==> src/rtl/mem_arbiter.sv <==
// rtl/mem_arbiter.sv - two-master arbiter for the pipelined SRAM memory port
// Purpose: shares one mem_* command port between master 0 (CPU) and master 1
//          (framebuffer fetch / DMA), tags each command with the issuing
//          master's ID and routes registered read returns by that tag.
// Ports:   clock, rst            clock and asynchronous active-high reset
//          mN_read/write/address/writedata/writedatamask   master N command
//          mN_waitrequest        stall towards master N
//          mN_readdata/readdatavalid                       master N read return
//          mem_*                 downstream command, stall and read return
//          grant                 current owner (one-hot or 0), equals state
module mem_arbiter #(
    parameter int FIXED_PRIO = 0,
    parameter int MAX_WAIT   = 15
) (
    input  logic        clock,
    input  logic        rst,
    input  logic        m0_read,
    input  logic        m0_write,
    input  logic [29:0] m0_address,
    input  logic [31:0] m0_writedata,
    input  logic [3:0]  m0_writedatamask,
    output logic        m0_waitrequest,
    output logic [31:0] m0_readdata,
    output logic        m0_readdatavalid,
    input  logic        m1_read,
    input  logic        m1_write,
    input  logic [29:0] m1_address,
    input  logic [31:0] m1_writedata,
    input  logic [3:0]  m1_writedatamask,
    output logic        m1_waitrequest,
    output logic [31:0] m1_readdata,
    output logic        m1_readdatavalid,
    input  logic        mem_waitrequest,
    output logic [1:0]  mem_id,
    output logic [29:0] mem_address,
    output logic        mem_read,
    output logic        mem_write,
    output logic [31:0] mem_writedata,
    output logic [3:0]  mem_writedatamask,
    input  logic [31:0] mem_readdata,
    input  logic [1:0]  mem_readdataid,
    output logic [1:0]  grant
);

    typedef enum logic [1:0] {
        IDLE = 2'b00,
        G0   = 2'b01,
        G1   = 2'b10
    } state_t;

    state_t      state;
    state_t      state_next;
    state_t      win_state;
    logic        rr_ptr;       // master that wins a tie in round-robin mode
    logic        rr_ptr_next;
    logic [7:0]  wait_cnt;     // cycles master 1 has been kept waiting
    logic [31:0] rd_data_q;
    logic [1:0]  rd_id_q;
    logic [1:0]  stalled_q;
    logic        m0_req;
    logic        m1_req;
    logic        accept;
    logic        starved;
    logic        tie1;

    assign m0_req = m0_read | m0_write;
    assign m1_req = m1_read | m1_write;
    assign grant  = state;

    // Command mux: the owner drives mem_*, everyone else is stalled.
    always_comb begin
        mem_read          = 1'b0;
        mem_write         = 1'b0;
        mem_id            = 2'b00;
        mem_address       = m0_address;
        mem_writedata     = m0_writedata;
        mem_writedatamask = m0_writedatamask;
        m0_waitrequest    = 1'b1;
        m1_waitrequest    = 1'b1;
        case (state)
            G0: begin
                mem_read       = m0_read;
                mem_write      = m0_write;
                mem_id         = 2'b01;
                m0_waitrequest = mem_waitrequest;
            end
            G1: begin
                mem_read          = m1_read;
                mem_write         = m1_write;
                mem_id            = 2'b10;
                mem_address       = m1_address;
                mem_writedata     = m1_writedata;
                mem_writedatamask = m1_writedatamask;
                m1_waitrequest    = mem_waitrequest;
            end
            default: ;
        endcase
    end

    assign accept = (mem_read | mem_write) & ~mem_waitrequest;

    // While master 1 owns the bus it is not being starved; on its acceptance
    // the counter is cleared, so the guard must not regrant it again.
    assign starved = (int'(wait_cnt) >= MAX_WAIT) && (state != G1);

    // Winner among the requests sampled this cycle. On an acceptance the
    // round-robin pointer has effectively already moved to the other master.
    always_comb begin
        tie1 = rr_ptr;
        if (accept) begin
            tie1 = (state == G0);
        end
        if (FIXED_PRIO != 0) begin
            tie1 = starved;
        end
        if (!m0_req && !m1_req) begin
            win_state = IDLE;
        end else if (m1_req && (!m0_req || tie1)) begin
            win_state = G1;
        end else begin
            win_state = G0;
        end
    end

    always_comb begin
        state_next  = state;
        rr_ptr_next = rr_ptr;
        case (state)
            IDLE: state_next = win_state;
            G0: begin
                if (accept) begin
                    rr_ptr_next = 1'b1;
                    state_next  = win_state;
                end else if (!m0_req) begin
                    state_next = IDLE;
                end
            end
            G1: begin
                if (accept) begin
                    rr_ptr_next = 1'b0;
                    state_next  = win_state;
                end else if (!m1_req) begin
                    state_next = IDLE;
                end
            end
            default: state_next = IDLE;
        endcase
    end

    always_ff @(posedge clock or posedge rst) begin
        if (rst) begin
            state     <= IDLE;
            rr_ptr    <= 1'b0;
            wait_cnt  <= 8'd0;
            rd_id_q   <= 2'b00;
            stalled_q <= 2'b00;
        end else begin
            state     <= state_next;
            rr_ptr    <= rr_ptr_next;
            rd_id_q   <= mem_readdataid;
            stalled_q <= {m1_req & m1_waitrequest, m0_req & m0_waitrequest};
            if (state == G1 && accept) begin
                wait_cnt <= 8'd0;
            end else if (m1_req && state != G1 && wait_cnt != 8'hFF) begin
                wait_cnt <= wait_cnt + 8'd1;
            end
        end
    end

    // Return data needs no reset: it is only observed under a valid strobe.
    always_ff @(posedge clock) begin
        rd_data_q <= mem_readdata;
    end

    // Returns are routed purely by tag, independent of the current grant.
    assign m0_readdata      = rd_data_q;
    assign m1_readdata      = rd_data_q;
    assign m0_readdatavalid = (rd_id_q == 2'b01);
    assign m1_readdatavalid = (rd_id_q == 2'b10);

    // A master that was stalled must keep its command up until accepted.
    always @(posedge clock) begin
        if (!rst) begin
            assert (!(stalled_q[0] && !m0_req));
            assert (!(stalled_q[1] && !m1_req));
        end
    end

endmodule
==> config.mk <==
export PLATFORM = sky130hd
export DESIGN_NAME = mem_arbiter
export DESIGN_NICKNAME = d
export VERILOG_FILES = /design/src/rtl/mem_arbiter.sv
export SDC_FILE = /design/constraint.sdc
export NUM_CORES = 1
export LEC_CHECK = 0
export CELL_PAD_IN_SITES_DETAIL_PLACEMENT = 1
export CELL_PAD_IN_SITES_GLOBAL_PLACEMENT = 2
export CORE_ASPECT_RATIO = 0.75
export CORE_MARGIN = 10
export CORE_UTILIZATION = 10
export CTS_CLUSTER_DIAMETER = 60
export CTS_CLUSTER_SIZE = 28
export DETAILED_ROUTE_END_ITERATION = 10
export PLACE_DENSITY_LB_ADDON = 0.12
export SETUP_SLACK_MARGIN = 0.5
export SYNTH_ARGS = -nofsm -noshare
export SYNTH_HDL_FRONTEND = slang
export SYNTH_SLANG_ARGS = --single-unit
export TNS_END_PERCENT = 20
==> constraint.sdc <==
create_clock -name clock -period 1.9 [get_ports clock]
set_input_delay 0.285 -clock clock [delete_from_list [all_inputs] [get_ports clock]]
set_output_delay 0.285 -clock clock [all_outputs]
set_load 0.1 [all_outputs]
* Yosys cells after proc, flatten, opt, wreduce, memory -nomap -nowiden
Index checks and enable logic that the tools add are counted.
** Cells by class
- Equal/unequal tests :: 8
- Reduce and logical (&&, ||, !) cells :: 9
- Mux-type cells :: 19
- Bitwise operators :: 5
** Operators by type and width (count)
- two-way mux 32 bit :: 1
- two-way mux 30 bit :: 1
- two-way mux 2 bit :: 6
- != test 3 bit (second input constant) :: 2
- case mux 1 bit (2 select lines) :: 3
- case mux 2 bit (3 select lines) :: 1
- two-way mux 1 bit :: 5
- == test 2 x 1 -> 1 bit (second input constant) :: 2
- == test 2 bit (second input constant) :: 2
- two-way mux 4 bit :: 1
- != test 2 bit (second input constant) :: 2
- case mux 2 bit (2 select lines) :: 1
- OR 1 bit :: 3
- AND reduction 3 bit :: 1
- logical AND 1 bit :: 2
- logical NOT 1 bit :: 2
- logical NOT 2 bit :: 1
- AND reduction 2 bit :: 1
- nonzero test 2 bit :: 1
- bitwise AND 1 bit :: 1
- logical OR 1 bit :: 1
- inverter 1 bit :: 1
** Storage, ports and cells
- Bits of input ports :: 173
- Register bits after elaboration :: 37
- Logic and storage cells :: 45

* Longest topological paths before layout
Gate-level depths: netlist of the first run.
- Depth after elaboration :: 11
- Gate-level depth with buffers :: 7

* Worst setup path after synthesis of the first run
OpenSTA, ideal clock, no wires.
- Path type :: register to output
- From :: register state[1] (netlist: grant[1])
- To :: output mem_read
- Setup slack :: -2351 ps
- Path buffers :: 2
- Cell stages (with the launch flop) :: 6
- Arrival time :: 3966 ps
- Cell sequence :: dfrtp_1 ha_1 buf_6 clkbuf_1 a22oi_1 nor2b_1
** Between the ends
- Longest elaborated chain between the ends :: 2
- Elaborated cells on any way between the ends :: 3
** RTL lines
- start: declaration :: RTL line 51 : state_t state;
- start signal: assignment :: RTL line 158 : state <= state_next;
- == test 2 bit or == test 2 x 1 -> 1 bit (tied branches) :: RTL line 80 : case (state)
- case mux 1 bit (2 select lines) (*) :: RTL line 80
- end: declaration :: RTL line 36 : output logic mem_read,
Mark *: on every way between the ends. The rest lies on a longest branch, timed or not.

* Worst setup path in the final report of the first run
- From :: register state[0] (netlist: grant[0])
- To :: output mem_address[11]
** Between the ends
- Longest elaborated chain between the ends :: 2
** RTL lines
- == test 2 bit :: RTL line 80
- two-way mux 30 bit :: RTL line 80
- end: declaration :: RTL line 35 : output logic [29:0] mem_address,
Every way passes these cells.

==> results of run 1 <==
-- power groups by stage --
stage               clock, mW  sequential, mW  combinational, mW
floorplan                   0            1.31               5.23
global placement            0           0.923               8.60
detailed placement          0           0.924               8.60
CTS                     0.851           0.909               8.70
global route            0.889           0.919               9.26
finish                  0.812           0.908               9.00
-- what timing repair did --
action | 4_1_cts | 5_1_grt
cloned | 0 | 3
setup endpoints to repair | 77 | 78
hold buffers | 0 | 0
resized for setup | 6 | 17
buffers inserted | 2 | 5
pin swaps | 3 | 4
-- routing by layer --
layer | GRT usage | share of wire
met2 | 0.197 | 0.55
met3 | 0.0476 | 0.092
met4 | 0.0179 | 0.0080
met5 | 0 | 0
met1 | 0.102 | 0.35
-- how the worst max path moves through the flow --
stage | end | slack [ns] | cells past startpoint
final | mem_address[11] | -0.24 | 6
after global routing | mem_writedata[8] | -0.30 | 7
after CTS | mem_writedata[31] | -0.25 | 5
after global placement | grant[0]$_DFFE_PP0P_ | 0.02 | 5
after floorplan | mem_address[10] | -0.37 | 5
after detailed placement | grant[0]$_DFFE_PP0P_ | 0.04 | 5
-- flip-flops by register name, indices dropped and copies added, names as in the netlist --
name         count
m0_readdata     32
rd_id_q          2
rr_ptr           1
grant            2
-- logic make-up after synthesis --
group,Yosys count,synth area share
fa+ha+maj,5,0.0302
flops,37,0.369
mux,67,0.365
compound gates,13,0.0567
buf+inv,45,0.146
simple gates,12,0.0326
-- worst max-delay path: stages (launching register included) --
cell	delay (ns)
dfrtp_4	0.50
inv_4	0.07
ha_4	0.14
buf_12	0.15
clkbuf_16	0.20
mux2_4	0.32
buf_12	0.16
-- cell usage after synthesis (all sizes together) --
master | count | area (um2)
dfrtp | 5 | 125
nand2b | 2 | 12.5
nand2 | 2 | 7.51
nor2 | 1 | 3.75
a211oi | 1 | 7.51
ha | 5 | 62.6
or2 | 2 | 12.5
clkbuf | 2 | 7.51
o211ai | 2 | 15.0
a32o | 2 | 20.0
buf | 38 | 277
a22oi | 3 | 22.5
inv | 5 | 18.8
a21oi | 1 | 5.00
nor2b | 5 | 31.3
o21a | 3 | 37.5
mux2 | 67 | 758
dfxtp | 32 | 641
o21ba | 1 | 10.0
-- final cells by class --
class / count / area, um2 / area share
flip-flops and latches: 37 / 773 / 0.116
well taps: 282 / 353 / 0.0529
clock buffers: 5 / 125 / 0.0188
repair buffers: 337 / 4060 / 0.609
clock inverters: 3 / 21.3 / 0.00319
inverters: 5 / 21.3 / 0.00319
multi-input cells: 97 / 1310 / 0.197
==> impl_results.md, run 1 <==
- Most frequent cells in the layout: 172 x clkdlybuf4s50_1, 79 x buf_12, 74 x buf_4, 67 x mux2_4, 32 x dfxtp_1
- Port-buffer cells: approximately 310
- HPWL Detailed: 13.7 mm
- CTS sink cnt: 37
- Reg-to-reg slack, setup: -0.12 ns
- I/O pin total: between 300 and 400
- Post-layout util: 0.328
- Status: finished with violations
- Final hold violation count: 0
- Count of cell types in the netlist: 23
- Layout Nets: between 600 and 700
- Critical path launch point type: flip-flop
- Dpl cells: between 700 and 800
- Area grow syn2layout: 221%
- Placed inst area: between 6000 and 7000 um2
- Combinational Power Share: 0.840
- Reg clk slew, reported paths: approximately 0.06 ns
- CP max FO: 14
- GPL Wtd Cong: between 0.7 and 0.8
- GRT overflow: 0
- DIE HEIGHT: between 100 and 150 um
- Syn Area/Cell: around 12 um2
- Area of the die: roughly 27,000 um2
- Clock period minus worst slack: 2.14 ns
- Hold crit path type: input pin to async pin
- Crit path DAT: roughly 1.9 ns
- Failing checks: negative setup slack
- Post-Place Worst Slack: about 0.036 ns
- Int Power: roughly 5.0 mW
- Design Power: ~11 mW
- Max cap viols: 0
- Clk_lat worst skew: around 0.28 ns
- Worst EP required: approximately 1.6 ns
- Syn Inst Count: 179
- # rows: 45
- CTS Buf Count: 5
- DR WL/cell: approximately 20 um
- Relative slew slack: 0.810
- Sequential fraction of the synthesis area: 0.369
- Root Driver: clkbuf_16
- Vias in the first global route: around 2,800
- Final period utilization: 1.13
- FF-to-FF End: grant[0]$_DFFE_PP0P_
- Endpoints failing setup: 72
- TritonCTS clock tree: built
- Commonest non-fill, non-tap cell in the layout: clkdlybuf4s50_1
- DR pass1 iterations: 4
- Max-slew violation count: 0
- Hold Slack: 0.233 ns
- TNS Setup: -13.87 ns
- Endpoint type of the worst setup path: output port
- Clock power share: 0.076
- Switching share of power: 0.538
- Final Instance Area: between 6000 and 7000 um2
- CTS H-tree lvls: 2
- Overall Global Routing Usage: 0.103
- Chip width: ~190 um
- Initial antenna violation count: 0
- Syn. warnings: 0
- Sequential Power Share: 0.085
- Peak supply drop: between 0.5 and 0.6 mV
- Initial Util: 0.102
- Cell Count, Final, Fillers Out: between 700 and 800
- Via count: ~2,500
- Worst setup margin: -0.238 ns
- Iter 0 DRT Violations: 44
- Layout cells sized above 1: 0.531
- Total Wirelength: around 15 mm
- Core Area: roughly 20,000 um2
- Leak: 2.90 nW
- Antenna cells: 0
- Routed Antenna Nets: 0
- RSZ-0062 raised after global routing: true
- Vias per cell: between 3 and 4
- Worst r2r path cells: 8
- Origin of the critical flop-to-flop path: grant[1]$_DFFE_PP0P_
- # DRC: 0
- Filler cell count: between 2,000 and 2,500
- Pwr/cell area: 1610 nW/um2
- FF+latch count, synth: 37
- Fmax: 468 MHz
- Clock tree buffer depth: 2
- Setup CP Type: flip-flop to output port
- Cell Area, Synth: ~2100 um2
- Post-synth net total: approximately 360
- Global-route wire length before repair: approximately 20 mm
- Tightest Pin Transition: ~0.29 ns
- Pin count of the biggest net entering global routing: 29
- Crit path from: grant[0]$_DFFE_PP0P_
- NetSw: 5.76 mW
- Fin Clk Skew: approximately 0.0013 ns
Power figures use the tool's default switching activity.
==> inputs of run 2 (changes only) <==
Settings changed: CAP_MARGIN set to 20.
==> results of run 2 <==
No change in the layout: final DEF, timing and power equal those of run 1.
